<file path="config.mk">
export PLATFORM = sky130hd
export DESIGN_NAME = inst_fetch_responder_flat
export DESIGN_NICKNAME = d
export VERILOG_FILES = /design/src/rtl/inst_fetch_responder_pkg.sv /design/src/rtl/inst_fetch_responder_if.sv /design/src/rtl/inst_buf_ram.sv /design/src/rtl/inst_fetch_responder.sv /design/src/flat_wrapper.sv
export SDC_FILE = /design/constraint.sdc
export NUM_CORES = 2
export LEC_CHECK = 0
export ABC_CLOCK_PERIOD_IN_PS = 5900
export BUFFER_PORTS_ARGS = -buffer_cell sky130_fd_sc_hd__buf_2
export CORE_MARGIN = 4
export CORE_UTILIZATION = 33
export DETAILED_ROUTE_END_ITERATION = 8
export PLACE_DENSITY = 0.58
export SLEW_MARGIN = 20
export SYNTH_ARGS = -nofsm -noshare
export SYNTH_HDL_FRONTEND = slang
export SYNTH_SLANG_ARGS = --single-unit
</file>
<file path="constraint.sdc">
create_clock -name CLK -period 5.9 [get_ports CLK]
set_input_delay 0 -clock CLK [delete_from_list [all_inputs] [get_ports CLK]]
set_output_delay 0 -clock CLK [all_outputs]
set_load 0.02 [all_outputs]
</file>
<file path="src/rtl/inst_fetch_responder_pkg.sv">
// Shared types and helpers for the instruction-fetch responder.
// Latency: n/a (declarations only).
// Backpressure: n/a.
package inst_fetch_responder_pkg;

   localparam int INST_WORD_W = 32;

   typedef enum logic [1:0] {
      S_IDLE    = 2'd0,
      S_FETCH   = 2'd1,
      S_DELIVER = 2'd2
   } state_t;

   // Index bits select one buffer entry; the two byte-offset bits are dropped.
   function automatic int idx_w(input int entries);
      return $clog2(entries);
   endfunction

   function automatic int tag_w(input int entries);
      return INST_WORD_W - 2 - $clog2(entries);
   endfunction

endpackage

</file>
<file path="src/rtl/inst_fetch_responder_if.sv">
// Core fetch port plus backing-memory req/ack port of the fetch responder.
// Latency: n/a (wiring only).
// Backpressure: MEM_WAIT stalls the core; MEM_REQ is held until MEM_ACK.
interface inst_fetch_responder_if;
   import inst_fetch_responder_pkg::*;

   logic                   INVALIDATE;
   logic                   INST_RDEN;
   logic [31:0]            INST_RIADDR;
   logic [31:0]            INST_ROADDR;
   logic                   INST_RVALID;
   logic [INST_WORD_W-1:0] INST_RDATA;
   logic                   MEM_WAIT;
   logic                   MEM_REQ;
   logic [31:0]            MEM_ADDR;
   logic                   MEM_ACK;
   logic [INST_WORD_W-1:0] MEM_RDATA;

   // Environment side: core requests and backing-memory responses.
   modport master (
      output INVALIDATE, INST_RDEN, INST_RIADDR, MEM_ACK, MEM_RDATA,
      input  INST_ROADDR, INST_RVALID, INST_RDATA, MEM_WAIT, MEM_REQ, MEM_ADDR
   );

   // Responder side.
   modport slave (
      input  INVALIDATE, INST_RDEN, INST_RIADDR, MEM_ACK, MEM_RDATA,
      output INST_ROADDR, INST_RVALID, INST_RDATA, MEM_WAIT, MEM_REQ, MEM_ADDR
   );

endinterface

</file>
<file path="src/rtl/inst_buf_ram.sv">
// Single-port synchronous RAM holding {tag, word} per buffer entry.
// Latency: 1 cycle read (rdata updates on an enabled non-write edge).
// Backpressure: none; ports: clk, en, we, addr, wdata, rdata.
module inst_buf_ram #(
   parameter int ENTRIES = 64,
   parameter int WIDTH   = 32
) (
   input  logic                       clk,
   input  logic                       en,
   input  logic                       we,
   input  logic [$clog2(ENTRIES)-1:0] addr,
   input  logic [WIDTH-1:0]           wdata,
   output logic [WIDTH-1:0]           rdata
);

   logic [WIDTH-1:0] mem [ENTRIES];

   // rdata holds its last value on write cycles; the fill word is delivered
   // from a separate latch, so no write-through is needed.
   always_ff @(posedge clk) begin
      if (en) begin
         if (we) begin
            mem[addr] <= wdata;
         end else begin
            rdata <= mem[addr];
         end
      end
   end

endmodule

</file>
<file path="src/rtl/inst_fetch_responder.sv">
// Direct-mapped instruction buffer answering core fetches; misses go to backing memory.
// Latency: hit 1 cycle after capture; miss = 1 + fetch cycles + 1 deliver cycle.
// Backpressure: MEM_WAIT stalls capture during a miss; ports: CLK, RST, bus (slave modport).
module inst_fetch_responder
   import inst_fetch_responder_pkg::*;
#(
   parameter int ENTRIES = 64
) (
   input logic                   CLK,
   input logic                   RST,
   inst_fetch_responder_if.slave bus
);

   localparam int IDX   = idx_w(ENTRIES);
   localparam int TAG   = tag_w(ENTRIES);
   localparam int RAM_W = TAG + INST_WORD_W;

   state_t                 state_q, state_d;
   logic                   req_v;
   logic [29:0]            req_word;   // captured address bits [31:2]
   logic [ENTRIES-1:0]     valid_q;
   logic                   inv_pend;
   logic [INST_WORD_W-1:0] fill_data;
   logic [RAM_W-1:0]       ram_rdata;
   logic [IDX-1:0]         req_idx;
   logic [TAG-1:0]         req_tag;
   logic                   hit;
   logic                   capture;
   logic                   fill;
   logic                   mem_wait;
   logic                   mem_req;
   logic                   rsp_vld;
   logic [INST_WORD_W-1:0] rsp_data;

   assign req_idx = req_word[IDX-1:0];
   assign req_tag = req_word[29:IDX];
   assign hit     = valid_q[req_idx] && (ram_rdata[RAM_W-1:INST_WORD_W] == req_tag);
   assign capture = bus.INST_RDEN && !mem_wait;
   assign fill    = (state_q == S_FETCH) && bus.MEM_ACK;

   // The single RAM port reads at capture and writes on the fill edge; the
   // two never coincide because capture is blocked while fetching.
   inst_buf_ram #(
      .ENTRIES (ENTRIES),
      .WIDTH   (RAM_W)
   ) u_ram (
      .clk   (CLK),
      .en    (capture || fill),
      .we    (fill),
      .addr  (fill ? req_idx : bus.INST_RIADDR[IDX+1:2]),
      .wdata ({req_tag, bus.MEM_RDATA}),
      .rdata (ram_rdata)
   );

   always_ff @(posedge CLK or posedge RST) begin
      if (RST) begin
         state_q <= S_IDLE;
      end else begin
         state_q <= state_d;
      end
   end

   always_comb begin
      state_d  = state_q;
      mem_wait = 1'b0;
      mem_req  = 1'b0;
      rsp_vld  = 1'b0;
      rsp_data = ram_rdata[INST_WORD_W-1:0];
      case (state_q)
         S_IDLE: begin
            if (req_v) begin
               if (hit) begin
                  rsp_vld = 1'b1;
               end else begin
                  mem_wait = 1'b1;   // stall already in the lookup cycle
                  state_d  = S_FETCH;
               end
            end
         end
         S_FETCH: begin
            mem_wait = 1'b1;
            mem_req  = 1'b1;
            if (bus.MEM_ACK) begin
               state_d = S_DELIVER;
            end
         end
         S_DELIVER: begin
            rsp_vld  = 1'b1;
            rsp_data = fill_data;
            state_d  = S_IDLE;
         end
         default: begin
            state_d = S_IDLE;
         end
      endcase
   end

   // req_v follows the strobe whenever the core is not stalled, so a cycle
   // without INST_RDEN yields no response; during a stall it holds.
   always_ff @(posedge CLK or posedge RST) begin
      if (RST) begin
         req_v    <= 1'b0;
         req_word <= '0;
      end else if (!mem_wait) begin
         req_v <= bus.INST_RDEN;
         if (bus.INST_RDEN) begin
            req_word <= bus.INST_RIADDR[31:2];
         end
      end
   end

   // Remembers an invalidate seen earlier in this fetch so the fill, though
   // still delivered, is not marked valid.
   always_ff @(posedge CLK or posedge RST) begin
      if (RST) begin
         inv_pend <= 1'b0;
      end else if ((state_q == S_FETCH) && !bus.MEM_ACK) begin
         inv_pend <= inv_pend || bus.INVALIDATE;
      end else begin
         inv_pend <= 1'b0;
      end
   end

   // Invalidate takes priority over setting the filled entry valid.
   always_ff @(posedge CLK or posedge RST) begin
      if (RST) begin
         valid_q <= '0;
      end else if (bus.INVALIDATE) begin
         valid_q <= '0;
      end else if (fill && !inv_pend) begin
         valid_q[req_idx] <= 1'b1;
      end
   end

   always_ff @(posedge CLK or posedge RST) begin
      if (RST) begin
         fill_data <= '0;
      end else if (fill) begin
         fill_data <= bus.MEM_RDATA;
      end
   end

   // Address/data outputs are gated so they read zero when not meaningful.
   assign bus.MEM_WAIT    = mem_wait;
   assign bus.MEM_REQ     = mem_req;
   assign bus.MEM_ADDR    = mem_req ? {req_word, 2'b00} : 32'd0;
   assign bus.INST_RVALID = rsp_vld;
   assign bus.INST_RDATA  = rsp_vld ? rsp_data : '0;
   assign bus.INST_ROADDR = rsp_vld ? {req_word, 2'b00} : 32'd0;

endmodule

</file>
<file path="src/flat_wrapper.sv">
// flat-port wrapper written by rule: the top's interface ports become plain ports
module inst_fetch_responder_flat import inst_fetch_responder_pkg::*;
#(
   parameter int ENTRIES = 64
)
  (CLK, RST, bus_INVALIDATE, bus_INST_RDEN, bus_INST_RIADDR, bus_MEM_ACK, bus_MEM_RDATA, bus_INST_ROADDR, bus_INST_RVALID, bus_INST_RDATA, bus_MEM_WAIT, bus_MEM_REQ, bus_MEM_ADDR);
  inst_fetch_responder_if bus_i ();
  input logic CLK;
  input logic RST;
  input wire logic [$bits(bus_i.INVALIDATE)-1:0] bus_INVALIDATE;
  input wire logic [$bits(bus_i.INST_RDEN)-1:0] bus_INST_RDEN;
  input wire logic [$bits(bus_i.INST_RIADDR)-1:0] bus_INST_RIADDR;
  input wire logic [$bits(bus_i.MEM_ACK)-1:0] bus_MEM_ACK;
  input wire logic [$bits(bus_i.MEM_RDATA)-1:0] bus_MEM_RDATA;
  output wire logic [$bits(bus_i.INST_ROADDR)-1:0] bus_INST_ROADDR;
  output wire logic [$bits(bus_i.INST_RVALID)-1:0] bus_INST_RVALID;
  output wire logic [$bits(bus_i.INST_RDATA)-1:0] bus_INST_RDATA;
  output wire logic [$bits(bus_i.MEM_WAIT)-1:0] bus_MEM_WAIT;
  output wire logic [$bits(bus_i.MEM_REQ)-1:0] bus_MEM_REQ;
  output wire logic [$bits(bus_i.MEM_ADDR)-1:0] bus_MEM_ADDR;
  assign bus_i.INVALIDATE = bus_INVALIDATE;
  assign bus_i.INST_RDEN = bus_INST_RDEN;
  assign bus_i.INST_RIADDR = bus_INST_RIADDR;
  assign bus_i.MEM_ACK = bus_MEM_ACK;
  assign bus_i.MEM_RDATA = bus_MEM_RDATA;
  assign bus_INST_ROADDR = bus_i.INST_ROADDR;
  assign bus_INST_RVALID = bus_i.INST_RVALID;
  assign bus_INST_RDATA = bus_i.INST_RDATA;
  assign bus_MEM_WAIT = bus_i.MEM_WAIT;
  assign bus_MEM_REQ = bus_i.MEM_REQ;
  assign bus_MEM_ADDR = bus_i.MEM_ADDR;
  inst_fetch_responder #(.ENTRIES(ENTRIES)) u_core (.CLK(CLK), .RST(RST), .bus(bus_i));
endmodule
</file>
==> impl_metrics.tcl <==
set metrics [dict create \
    rrSetupSlack_ns 1.15 \
    cp.arrival_ns 5.20 \
    place_hpwl_um 268000 \
    place_congestion 0.833 \
    cp.required_ns 5.90 \
    min_from "bus_MEM_RDATA[31]" \
    grt_overflow 0 \
    tightest_slew_ns 1.24 \
    synth_seq_cells 3770 \
    syn2layout_area_growth_pct 17.3 \
    cts.sinks 3770 \
    wl_per_cell_um 34.6 \
    irDropWorstVdd_v 0.000574 \
    start_util 0.332 \
    die_h_um 658 \
    hp-class "in2reg" \
    clock_path_buffers 4 \
    r2r-start "u_core.state_q[0]$_DFFE_PP0P_" \
    die-width_um 658 \
    min_delay_path_depth 2 \
    drive_above_1_share 0.150 \
    io_buffers 161 \
    placeableCoreArea_um2 421000 \
    grt_pass1_wl_um 677000 \
    rsz0062_at_grt "false" \
    drtIter0Drc 14400 \
    drcViolationCount 0 \
    status "completed" \
    postCtsHoldBufs 103 \
    vias 86400 \
    synth_ff_type "edfxtp_1" \
    setup_viol 0 \
    io_pins 168 \
    synth_edf_count 3640 \
    crit_start "u_core.req_word[15]$_DFFE_PP0P_" \
    setup_tns_ns 0 \
    hold_viol 0 \
    synth-async-reset-ratio 0.0345 \
    timing.rr.end "u_core.u_ram.rdata[39]$_DFFE_PP_" \
    yosys_warnings 0 \
    p_comb_frac 0.186 \
    antenna_left 0 \
    p_clk_frac 0.346 \
    cp-end-kind "output port" \
    final_cell_mix "edfxtp_1, a22oi_1, and3_1" \
    antenna_found_initial 41 \
    nets 8531 \
    grt_max_degree 83 \
    grt_use_total 0.221 \
    grt_pass1_vias 81600 \
    synthDistinctLibCells 61 \
    synth-seq-area-share 0.807 \
    critPathMaxFanout 68 \
    cts_made_buffers 375 \
    fin_crit_sh 0.881 \
    rr_worst_depth 9 \
    clockRootBuffer "clkbuf_16" \
    switching_share 0.296 \
    synth_cells 7960 \
    maxCapViolCount 0 \
    htreeDepth 5 \
    cts_resized 0 \
    fp.dieArea_um2 433000 \
    intPower_mw 48.3 \
    p_seq_frac 0.469 \
    relSlewSlack 0.171 \
    worstSkewPairLatency_ns 0.98 \
    slew_viol_final 0 \
    cts_tree "done" \
    avgSynthCellArea_um2 17.5 \
    synth_area_um2 139000 \
    switching_power_mw 20.4 \
    finish.utilization 0.389 \
    fmax_ghz 0.192 \
    drt-total-wl_um 499000 \
    rows 238 \
    skew_ns 0.0689 \
    clk_pin_slew_ns 0.06 \
    power.leakage_nw 52.8 \
    first_pass_iters 6 \
    viasPerCell 5.98 \
    cts_setup_buffers 0 \
    start_kind "register" \
    min_to "u_core.u_ram.mem[15][31]$_DFFE_PP_" \
    final_common_cell "edfxtp_1" \
    layout_min_cycle_time_ns 5.20 \
    power_per_cell_area_nw_per_um2 420 \
    critPathKind "reg2out" \
]
[critical path, stage by stage (launching register included)]
cell	delay, ns
dfrtp_2	0.35
buf_4	0.56
xor2_1	0.41
nor4_1	0.32
nand4_1	0.12
nor3_1	0.45
o31ai_1	0.21
o21a_2	0.55
buf_4	0.35
a21oi_1	0.35
buf_4	0.26
buf_2	0.19
[how the worst max path moves through the flow]
stage                                                    to  slack [ns]
after floorplan           u_core.u_ram.mem[34][0]$_DFFE_PP_       -0.44
after global placement     u_core.u_ram.rdata[14]$_DFFE_PP_        1.26
after detailed placement   u_core.u_ram.rdata[14]$_DFFE_PP_        1.25
after CTS                                bus_INST_RDATA[11]        0.64
after global routing                     bus_INST_RDATA[20]        0.53
final                                    bus_INST_RDATA[20]        0.70
[sequential cells by signal, indices dropped and copies added, names as in the netlist]
name and cells:
u_core.fill_data 32, u_core.inv_pend 1, u_core.req_v 1, u_core.req_word 30, u_core.state_q 2, u_core.u_ram.mem 3584, u_core.u_ram.rdata 56, u_core.valid_q 64
[per-layer routing]
metal,vias to the layer above,GRT usage,wire length (µm),share of wire
li1,34000,-,-,-
met1,45200,0.294,186000,0.37
met2,6101,0.353,231000,0.46
met3,1018,0.0427,57000,0.11
met4,14,0.0950,24600,0.049
met5,-,0,138,0.00028
[cell families after synthesis]
kind of cell,count (synthesis),synth area share
flip-flops,3770,0.807
buffers and inverters,577,0.0180
AO/OA/AOI/OAI,2172,0.115
AND/OR/NAND/NOR,1340,0.0513
XOR/XNOR,24,0.00151
other,1,0.0000269
multiplexers,76,0.00701
[layout make-up]
| type | instances | area, µm² |
|---|---|---|
| timing repair buffer | 691 | 6490 |
| sequential | 3770 | 113000 |
| clock inverter | 224 | 2470 |
| tap | 5640 | 7060 |
| fill | 37800 | 257000 |
| antenna | 21 | 52.6 |
| clock buffer | 469 | 9780 |
| multi-input combinational | 3616 | 25100 |
| inverter | 8 | 35.0 |
[power by group through the flow]
stage | logic, mW | registers [mW] | clock network (mW)
after floorplan | 5.53 | 33.4 | 0
after global placement | 12.2 | 32.7 | 0
after detailed placement | 12.4 | 32.8 | 0
after CTS | 12.5 | 32.2 | 23.9
after global routing | 13.2 | 32.2 | 25.1
final | 12.7 | 32.2 | 23.7
[through the flow]
stage	std cells	worst slack (ns)	instance area (µm²)	total power, mW	hold WS (ns)
2_1_floorplan	7963	-0.437	140000	38.9	0.0734
3_3_place_gp	13600	1.26	150000	44.9	0.181
3_5_place_dp	13600	1.25	150000	45.1	0.196
4_1_cts	14400	0.638	163000	68.6	0.234
5_1_grt	14400	0.528	164000	70.6	0.0700
6_report	14400	0.704	164000	68.7	0.0641
[cell usage after synthesis (all sizes together), types with 73 or more instances]
library cell | instances | share of area
a31oi | 190 | 0.0085
a22oi | 1391 | 0.075
and2 | 73 | 0.0033
clkbuf | 367 | 0.0099
nor2 | 140 | 0.0038
dfrtp | 130 | 0.023
and3 | 550 | 0.025
nand2 | 330 | 0.0089
edfxtp | 3640 | 0.78
nand4 | 93 | 0.0042
a41oi | 129 | 0.0081
a2111oi | 182 | 0.012
buf | 202 | 0.0079
a21oi | 164 | 0.0059
Power figures use the tool's default switching activity.
